[src/rtl/det_box_frame_sync.sv]
// Detection-box shadow register ahead of the rectangle/digit overlay: boxes arrive over
// valid/ready, are clamped to the active area, and are committed only at frame start.
module det_box_frame_sync #(
   parameter int W_COORD     = 12,
   parameter int H_ACT       = 1920,
   parameter int V_ACT       = 1080,
   parameter int HOLD_FRAMES = 8,
   parameter bit VS_POL      = 1'b1
) (
   input  logic               clk,
   input  logic               rstn,
   input  logic               vsync,
   input  logic               det_valid,
   output logic               det_ready,
   input  logic [W_COORD-1:0] det_x,
   input  logic [W_COORD-1:0] det_y,
   input  logic [W_COORD-1:0] det_w,
   input  logic [W_COORD-1:0] det_h,
   input  logic [3:0]         det_digit,
   output logic [W_COORD-1:0] box_x,
   output logic [W_COORD-1:0] box_y,
   output logic [W_COORD-1:0] box_w,
   output logic [W_COORD-1:0] box_h,
   output logic [3:0]         box_digit,
   output logic               box_en,
   output logic [15:0]        ovr_cnt,
   output logic [15:0]        rej_cnt
);

   localparam int               CW       = W_COORD + 1;
   localparam logic [W_COORD:0] H_LIM    = CW'(H_ACT);
   localparam logic [W_COORD:0] V_LIM    = CW'(V_ACT);
   localparam logic [7:0]       HOLD_LIM = 8'(HOLD_FRAMES);

   typedef enum logic [1:0] {
      EMPTY  = 2'd0,
      FULL   = 2'd1,
      COMMIT = 2'd2
   } state_t;

   state_t             state, state_nx;
   logic               vs_d;
   logic               fs;
   logic               accept, reject, take;
   logic [W_COORD:0]   x_ext, y_ext, w_ext, h_ext;
   logic [W_COORD:0]   room_x, room_y, w_clip, h_clip;
   logic               unused_clip_msb;
   logic [W_COORD-1:0] sh_x, sh_y, sh_w, sh_h;
   logic [3:0]         sh_digit;
   logic [7:0]         hold_cnt;

   assign fs = (vsync == VS_POL) && (vs_d != VS_POL);

   assign x_ext = {1'b0, det_x};
   assign y_ext = {1'b0, det_y};
   assign w_ext = {1'b0, det_w};
   assign h_ext = {1'b0, det_h};

   assign accept = det_valid & det_ready;
   assign reject = accept & ((x_ext >= H_LIM) | (y_ext >= V_LIM));
   assign take   = accept & ~reject;

   // Room to the right/bottom edge; only meaningful for beats that are not rejected.
   assign room_x = H_LIM - x_ext;
   assign room_y = V_LIM - y_ext;
   assign w_clip = (w_ext > room_x) ? room_x : w_ext;
   assign h_clip = (h_ext > room_y) ? room_y : h_ext;
   assign unused_clip_msb = w_clip[W_COORD] | h_clip[W_COORD];

   // NOTE: every combinational output gets a default before the case, so no latch is inferred.
   always_comb begin
      state_nx = state;
      case (state)
         EMPTY:   if (take) state_nx = FULL;
         FULL:    if (fs)   state_nx = COMMIT;
         COMMIT:  state_nx = EMPTY;
         default: state_nx = EMPTY;
      endcase
   end

   // NOTE: sequential state uses non-blocking assignments so all registers update together.
   always_ff @(posedge clk or negedge rstn) begin
      if (!rstn) state <= EMPTY;
      else       state <= state_nx;
   end

   always_ff @(posedge clk or negedge rstn) begin
      if (!rstn) begin
         vs_d      <= ~VS_POL;
         det_ready <= 1'b0;
         sh_x      <= '0;
         sh_y      <= '0;
         sh_w      <= '0;
         sh_h      <= '0;
         sh_digit  <= '0;
         box_x     <= '0;
         box_y     <= '0;
         box_w     <= '0;
         box_h     <= '0;
         box_digit <= '0;
         box_en    <= 1'b0;
         hold_cnt  <= '0;
         ovr_cnt   <= '0;
         rej_cnt   <= '0;
      end else begin
         vs_d      <= vsync;
         det_ready <= (state_nx != COMMIT);

         if (reject && (rej_cnt != 16'hFFFF)) rej_cnt <= rej_cnt + 16'd1;

         if (take) begin
            sh_x     <= det_x;
            sh_y     <= det_y;
            sh_w     <= w_clip[W_COORD-1:0];
            sh_h     <= h_clip[W_COORD-1:0];
            sh_digit <= det_digit;
            if ((state == FULL) && (ovr_cnt != 16'hFFFF)) ovr_cnt <= ovr_cnt + 16'd1;
         end

         // Empty frames age the live box; the commit restarts the count.
         if ((state == EMPTY) && fs && (hold_cnt < HOLD_LIM)) begin
            hold_cnt <= hold_cnt + 8'd1;
            if ((hold_cnt + 8'd1) == HOLD_LIM) box_en <= 1'b0;
         end

         if (state == COMMIT) begin
            box_x     <= sh_x;
            box_y     <= sh_y;
            box_w     <= sh_w;
            box_h     <= sh_h;
            box_digit <= sh_digit;
            box_en    <= 1'b1;
            hold_cnt  <= '0;
         end
      end
   end

endmodule

[config.mk]
export PLATFORM = sky130hd
export DESIGN_NAME = det_box_frame_sync
export DESIGN_NICKNAME = d
export VERILOG_FILES = /design/src/rtl/det_box_frame_sync.sv
export SDC_FILE = /design/constraint.sdc
export NUM_CORES = 1
export LEC_CHECK = 0
export ABC_CLOCK_PERIOD_IN_PS = 2200
export CORE_UTILIZATION = 40
export CTS_BUF_LIST = sky130_fd_sc_hd__clkbuf_8
export DETAILED_ROUTE_END_ITERATION = 10
export HOLD_SLACK_MARGIN = 0.1
export MAX_ROUTING_LAYER = met4
export PLACE_DENSITY = 0.73
export SYNTH_ARGS = -nofsm -noshare
export SYNTH_HDL_FRONTEND = slang
export SYNTH_SLANG_ARGS = --single-unit
[constraint.sdc]
create_clock -name clk -period 2.2 [get_ports clk]
set_input_delay 0.22 -clock clk [delete_from_list [all_inputs] [get_ports clk]]
set_output_delay 0.22 -clock clk [all_outputs]
set_load 0.005 [all_outputs]
== Word-level counts from Yosys, hierarchy flattened ==
Cells that the tools add are included.
Widths: inputs -> output; s select.

* Input bits: 56
* Logic and storage cells: 59
* Output and inout bits: 86
* Register bits after elaboration: 149

* Bitwise gates (word level): 6
* Eq/ne operators: 6
* Mux-type cells: 10
* Reduce and logical (&&, ||, !) cells: 10
* $add $sub $neg: 5
* Order comparisons: 5

{| class="wikitable"
|+ Operators by type and width
! kind !! count
|-
| $add 16x1->16 const B || 2
|-
| $ne 16x16->1 const B || 2
|-
| $gt 12x13->1 || 2
|-
| $sub 11x12->13 const A || 2
|-
| $ge 12x11->1 const B || 2
|-
| $mux 12 || 2
|-
| $mux 8 || 2
|-
| $add 8x1->8 const B || 1
|-
| $eq 8x4->1 const B || 1
|-
| $lt 8x4->1 const B || 1
|-
| $logic_and 1x1->1 || 5
|-
| $mux 2 || 2
|-
| $pmux 2 s2 || 1
|-
| $reduce_and 2->1 || 2
|-
| $reduce_bool 2->1 || 2
|-
| $and 1x1->1 || 3
|-
| $mux 1 || 3
|-
| $eq 2x1->1 const B || 1
|-
| $eq 2x2->1 const B || 1
|-
| $logic_not 2->1 || 1
|-
| $ne 2x2->1 const B || 1
|-
| $not 1->1 || 2
|-
| $or 1x1->1 || 1
|}

== Longest topological paths before layout ==
* Word-level depth: 8
* Gate-level depth with buffers: 16
* Mapped depth without buffers: 14

== Least setup slack after synthesis ==
No wires, ideal clock.

* Path kind: input -> register
* From: input port det_x[4]
* To: register sh_w[10]
* Slack: -1.029 ns
* Arrival: 3.103 ns
* Setup time: 0.126 ns
* Path buffers: 2
* Stages on the path: 14
* Path through: nor4_1 -> nor4b_1 -> nor2_1 -> xor2_1 -> ha_1 -> nand3_1 -> nor2_1 -> o21a_1 -> a221o_1 -> or3b_2 -> buf_2 -> buf_1 -> a22oi_1 -> a21oi_1

* Longest elaborated chain between the ends: 5
* Elaborated cells on any way between the ends: 8
* Classes of those cells: add/sub: 1; order compare: 2; mux: 1; bitwise: 4

{| class="wikitable"
|+ RTL lines
! item !! RTL line !! source
|-
| start: declaration || 15 || <nowiki>input logic [W_COORD-1:0] det_x,</nowiki>
|-
| branches (longest 5 deep; another with $sub 11x12->13) || -- ||
|-
| end signal: assignment || 114 || <nowiki>sh_w <= w_clip[W_COORD-1:0];</nowiki>
|-
| end: declaration || 48 || <nowiki>logic [W_COORD-1:0] sh_x, sh_y, sh_w, sh_h;</nowiki>
|}

Parallel ways; which one is timed is not known.
A chain may end at the register's enable or synchronous reset.

== Worst setup path in the final report ==
* From: input port det_x[5]
* To: register sh_w[1]

The elaborated chain is that of the path after synthesis.

==> results.yml <==
status:
  status: "finished, violations left"
  violations: "setup timing"
finish:
  nNetsFinal: 1119
  n_antenna_cell: 0
  final_core_util: 0.620
  fin_area_um2: 10700
  final_layout_size_suffix_gt1_frac: 0.247
  area_growth_syn_to_layout_pct: 51.6
route:
  drtIter0Drc: 378
  drc: 0
  final_antenna_net_count: 0
  vias: 6419
  detail_route.first_pass.iterations: 5
  viasPerCell: 5.04
  wl_per_cell_um: 15.8
  wirelength_um: 20100
logic_synthesis:
  async_flop_share: 1.00
  ys.warnings.count: 0
  synth-seq-area-share: 0.529
  synth-edff-count: 0
  synthTopCellsByArea: "dfrtp_1 (53%), nand2_1 (14%), ha_1 (5.0%)"
  ys.flop_type: "dfrtp_1"
  synth_top_area_frac: 0.529
  syn_inst: 759
  ys_seq_elements: 149
  yosysMostFrequentCell: "nand2_1"
  syn_nets: 843
  synth_common_cells: "nand2_1 (261), dfrtp_1 (149), nand3_1 (37)"
  netlist.top_cell.by_area: "dfrtp_1"
  synth_area_um2: 7050
  avgSynthCellArea_um2: 9.29
  synth.distinct_cells: 48
worst_setup_path:
  critical_path.endpoint_type: "flip-flop"
  path_delay_family: "compound AO/OA/AOI/OAI gates"
  crit_path_max_fanout: 4
  slowest_stage: "nor4_4"
  cp.arrival_ns: 2.94
  critical_path.max_stage_delay_ns: 0.35
  worstSetupStartpointType: "primary input"
  timing.critical_path.buf_inv: 2
  worstSetupPathType: "primary input to flip-flop"
  cp.required_ns: 2.56
  crit_top_cell: "a21o_1"
  path_cells: "buf_8 -> nor4_4 -> buf_4 -> nand2_4 -> o21ai_4 -> xnor2_2 -> ha_1 -> a21o_1 -> a21o_1 -> a21o_1 -> a221o_1 -> or3b_4 -> mux2i_1 -> a21oi_1"
floorplan:
  io_pins: 142
  num_rows: 48
  die-area_um2: 18200
  die_height_um: 135
  core-area_um2: 17200
  fp.dieW_um: 135
  start_util: 0.409
global_route:
  grtUsageTotal: 0.235
  grtUsageMet3: 0.0394
  antenna_found_initial: 0
  grtUsageMet2: 0.372
  grt_pass1_vias: 6264
  grt_max_degree: 55
  grt_pass1_wl_um: 31900
  grt_overflow: 0
  grt.busiest_layer: "met2"
  use_met1: 0.300
power:
  power_density_nw_per_um2: 857
  power_frac_seq: 0.432
  total_power_mw: 9.16
  ir_worst_vdd_v: 0.000582
  p_leak_nw: 5.08
  p_comb_frac: 0.324
  switching_share: 0.317
  power.net_switching_mw: 2.90
  p_clk_frac: 0.244
  intPower_mw: 6.26
min_path:
  min_path_type: "primary input to flip-flop"
clocking:
  clockBufferDepth: 2
  cts-root-buf: "clkbuf_8"
  cts-htree-levels: 4
  cts_made_buffers: 17
  cts_tree: "done"
  clock_latency_ns: 0.46
  clk_pin_slew_ns: 0.09
  cts_sinks: 149
timing:
  rsz0062_at_grt: "yes"
  slew_viol_final: 0
  hold_violations: 0
  max_freq_mhz: 387
  finalClockSkew_ns: 0.00844
  min_period_ns: 2.59
  tightest_slew_ns: 0.572
  fin_crit_sh: 1.18
  tns_ns: -10.32
  setup_ws_ns: -0.387
  slew_headroom: 0.616
  setup-violations-final: 65
place:
  io_buffers: 141
  dp_slack_ns: -1.27
  placed_cell_area_um2: 9650
  dp_hpwl_um: 13700
  place.gp.congestion: 0.936
flow_run:
  maxCapViolCount: 0
==> worst min-delay path, stage by stage <==
cell,delay [ns]
buf_6,0.10
inv_1,0.07
buf_4,0.10
o21ai_0,0.07
==> state kept, by name, indices dropped and copies added (netlist names), 8 cells and up <==
| signal | count |
|---|---|
| hold_cnt | 8 |
| box_y | 12 |
| ovr_cnt | 16 |
| rej_cnt | 16 |
| sh_x | 12 |
| box_x | 12 |
| sh_w | 12 |
| sh_h | 12 |
| box_w | 12 |
| box_h | 12 |
| sh_y | 12 |
==> power by group through the flow <==
stage / Clock [mW] / Combinational [mW] / Sequential [mW]
detailed placement: 0 / 2.79 / 4.00
floorplan: 0 / 1.05 / 3.98
finish: 2.23 / 2.97 / 3.96
global route: 2.38 / 3.27 / 4.06
CTS: 2.28 / 2.92 / 3.95
global placement: 0 / 2.72 / 3.98
==> placed cells by master (no fill, tap or decap), types with 6 or more instances in the layout <==
cell type and n:
nand2_1 258, dfrtp_1 149, buf_4 124, clkdlybuf4s50_1 122, xnor2_1 32, nand3_1 29
ha_1 26, nor2_1 25, buf_6 19, clkbuf_8 18, nand4_1 17, xor2_1 9
inv_1 9, a21oi_1 9, and3_1 9, o21ai_0 9, and2_1 9, nand3_2 7
or3_1 7, nor3_1 6, dlygate4sd3_1 6
==> what timing repair did <==
| action | CTS | global route |
|---|---|---|
| resized for setup | 113 | 33 |
| endpoints found under the hold margin | 54 | 1 |
| setup buffers | 15 | 7 |
| hold buffers | 5 | 1 |
| pin swaps | 49 | 37 |
| endpoints found under the setup margin | 84 | 71 |
| gates cloned | 2 | 0 |
==> per-stage QoR <==
step	hold WS (ns)	instances
2_1_floorplan	-0.0756	759
3_3_place_gp	0.194	1211
3_5_place_dp	0.199	1211
4_1_cts	0.113	1265
5_1_grt	0.146	1273
6_report	0.139	1273
==> final timing paths <==
path,startpoint,end,slack (ns),cells past startpoint
max,det_x[5],sh_w[1]$_DFFE_PN0P_,-0.39,14
min,det_y[1],sh_y[1]$_DFFE_PN0P_,0.14,4
max reg2reg,ovr_cnt[7]$_DFFE_PN0P_,ovr_cnt[6]$_DFFE_PN0P_,0.17,9
min reg2reg,sh_x[11]$_DFFE_PN0P_,box_x[11]$_DFFE_PN0P_,0.47,2
max in group asynchronous,rstn,box_w[4]$_DFFE_PN0P_,1.24,3
min in group asynchronous,rstn,rej_cnt[10]$_DFFE_PN0P_,0.25,2
==> layer usage <==
layer | vias to the layer above | part of all wire
met5 | - | 0
met4 | 0 | 0.026
met3 | 37 | 0.039
met2 | 165 | 0.48
met1 | 3114 | 0.45
li1 | 3103 | -
==> kinds of logic after synthesis <==
| family | synth area share |
|---|---|
| and+or+nand+nor | 0.257 |
| xor gates and xnor gates | 0.0596 |
| muxes | 0.00603 |
| AOI/OAI and AO/OA | 0.0727 |
| buffers and inverters | 0.0266 |
| adders and majority gates | 0.0497 |
| DFF | 0.529 |
==> layout make-up <==
cell class              instances  area, um^2
flip-flops and latches        149        3730
well taps                     225         282
fillers                      1391        6550
clock buffers                  18         248
inverters                      11        41.3
repair buffers                287        2610
clock inverters                14         168
multi-input cells             569        3610
Note: power is estimated with default switching activity, not from simulation.
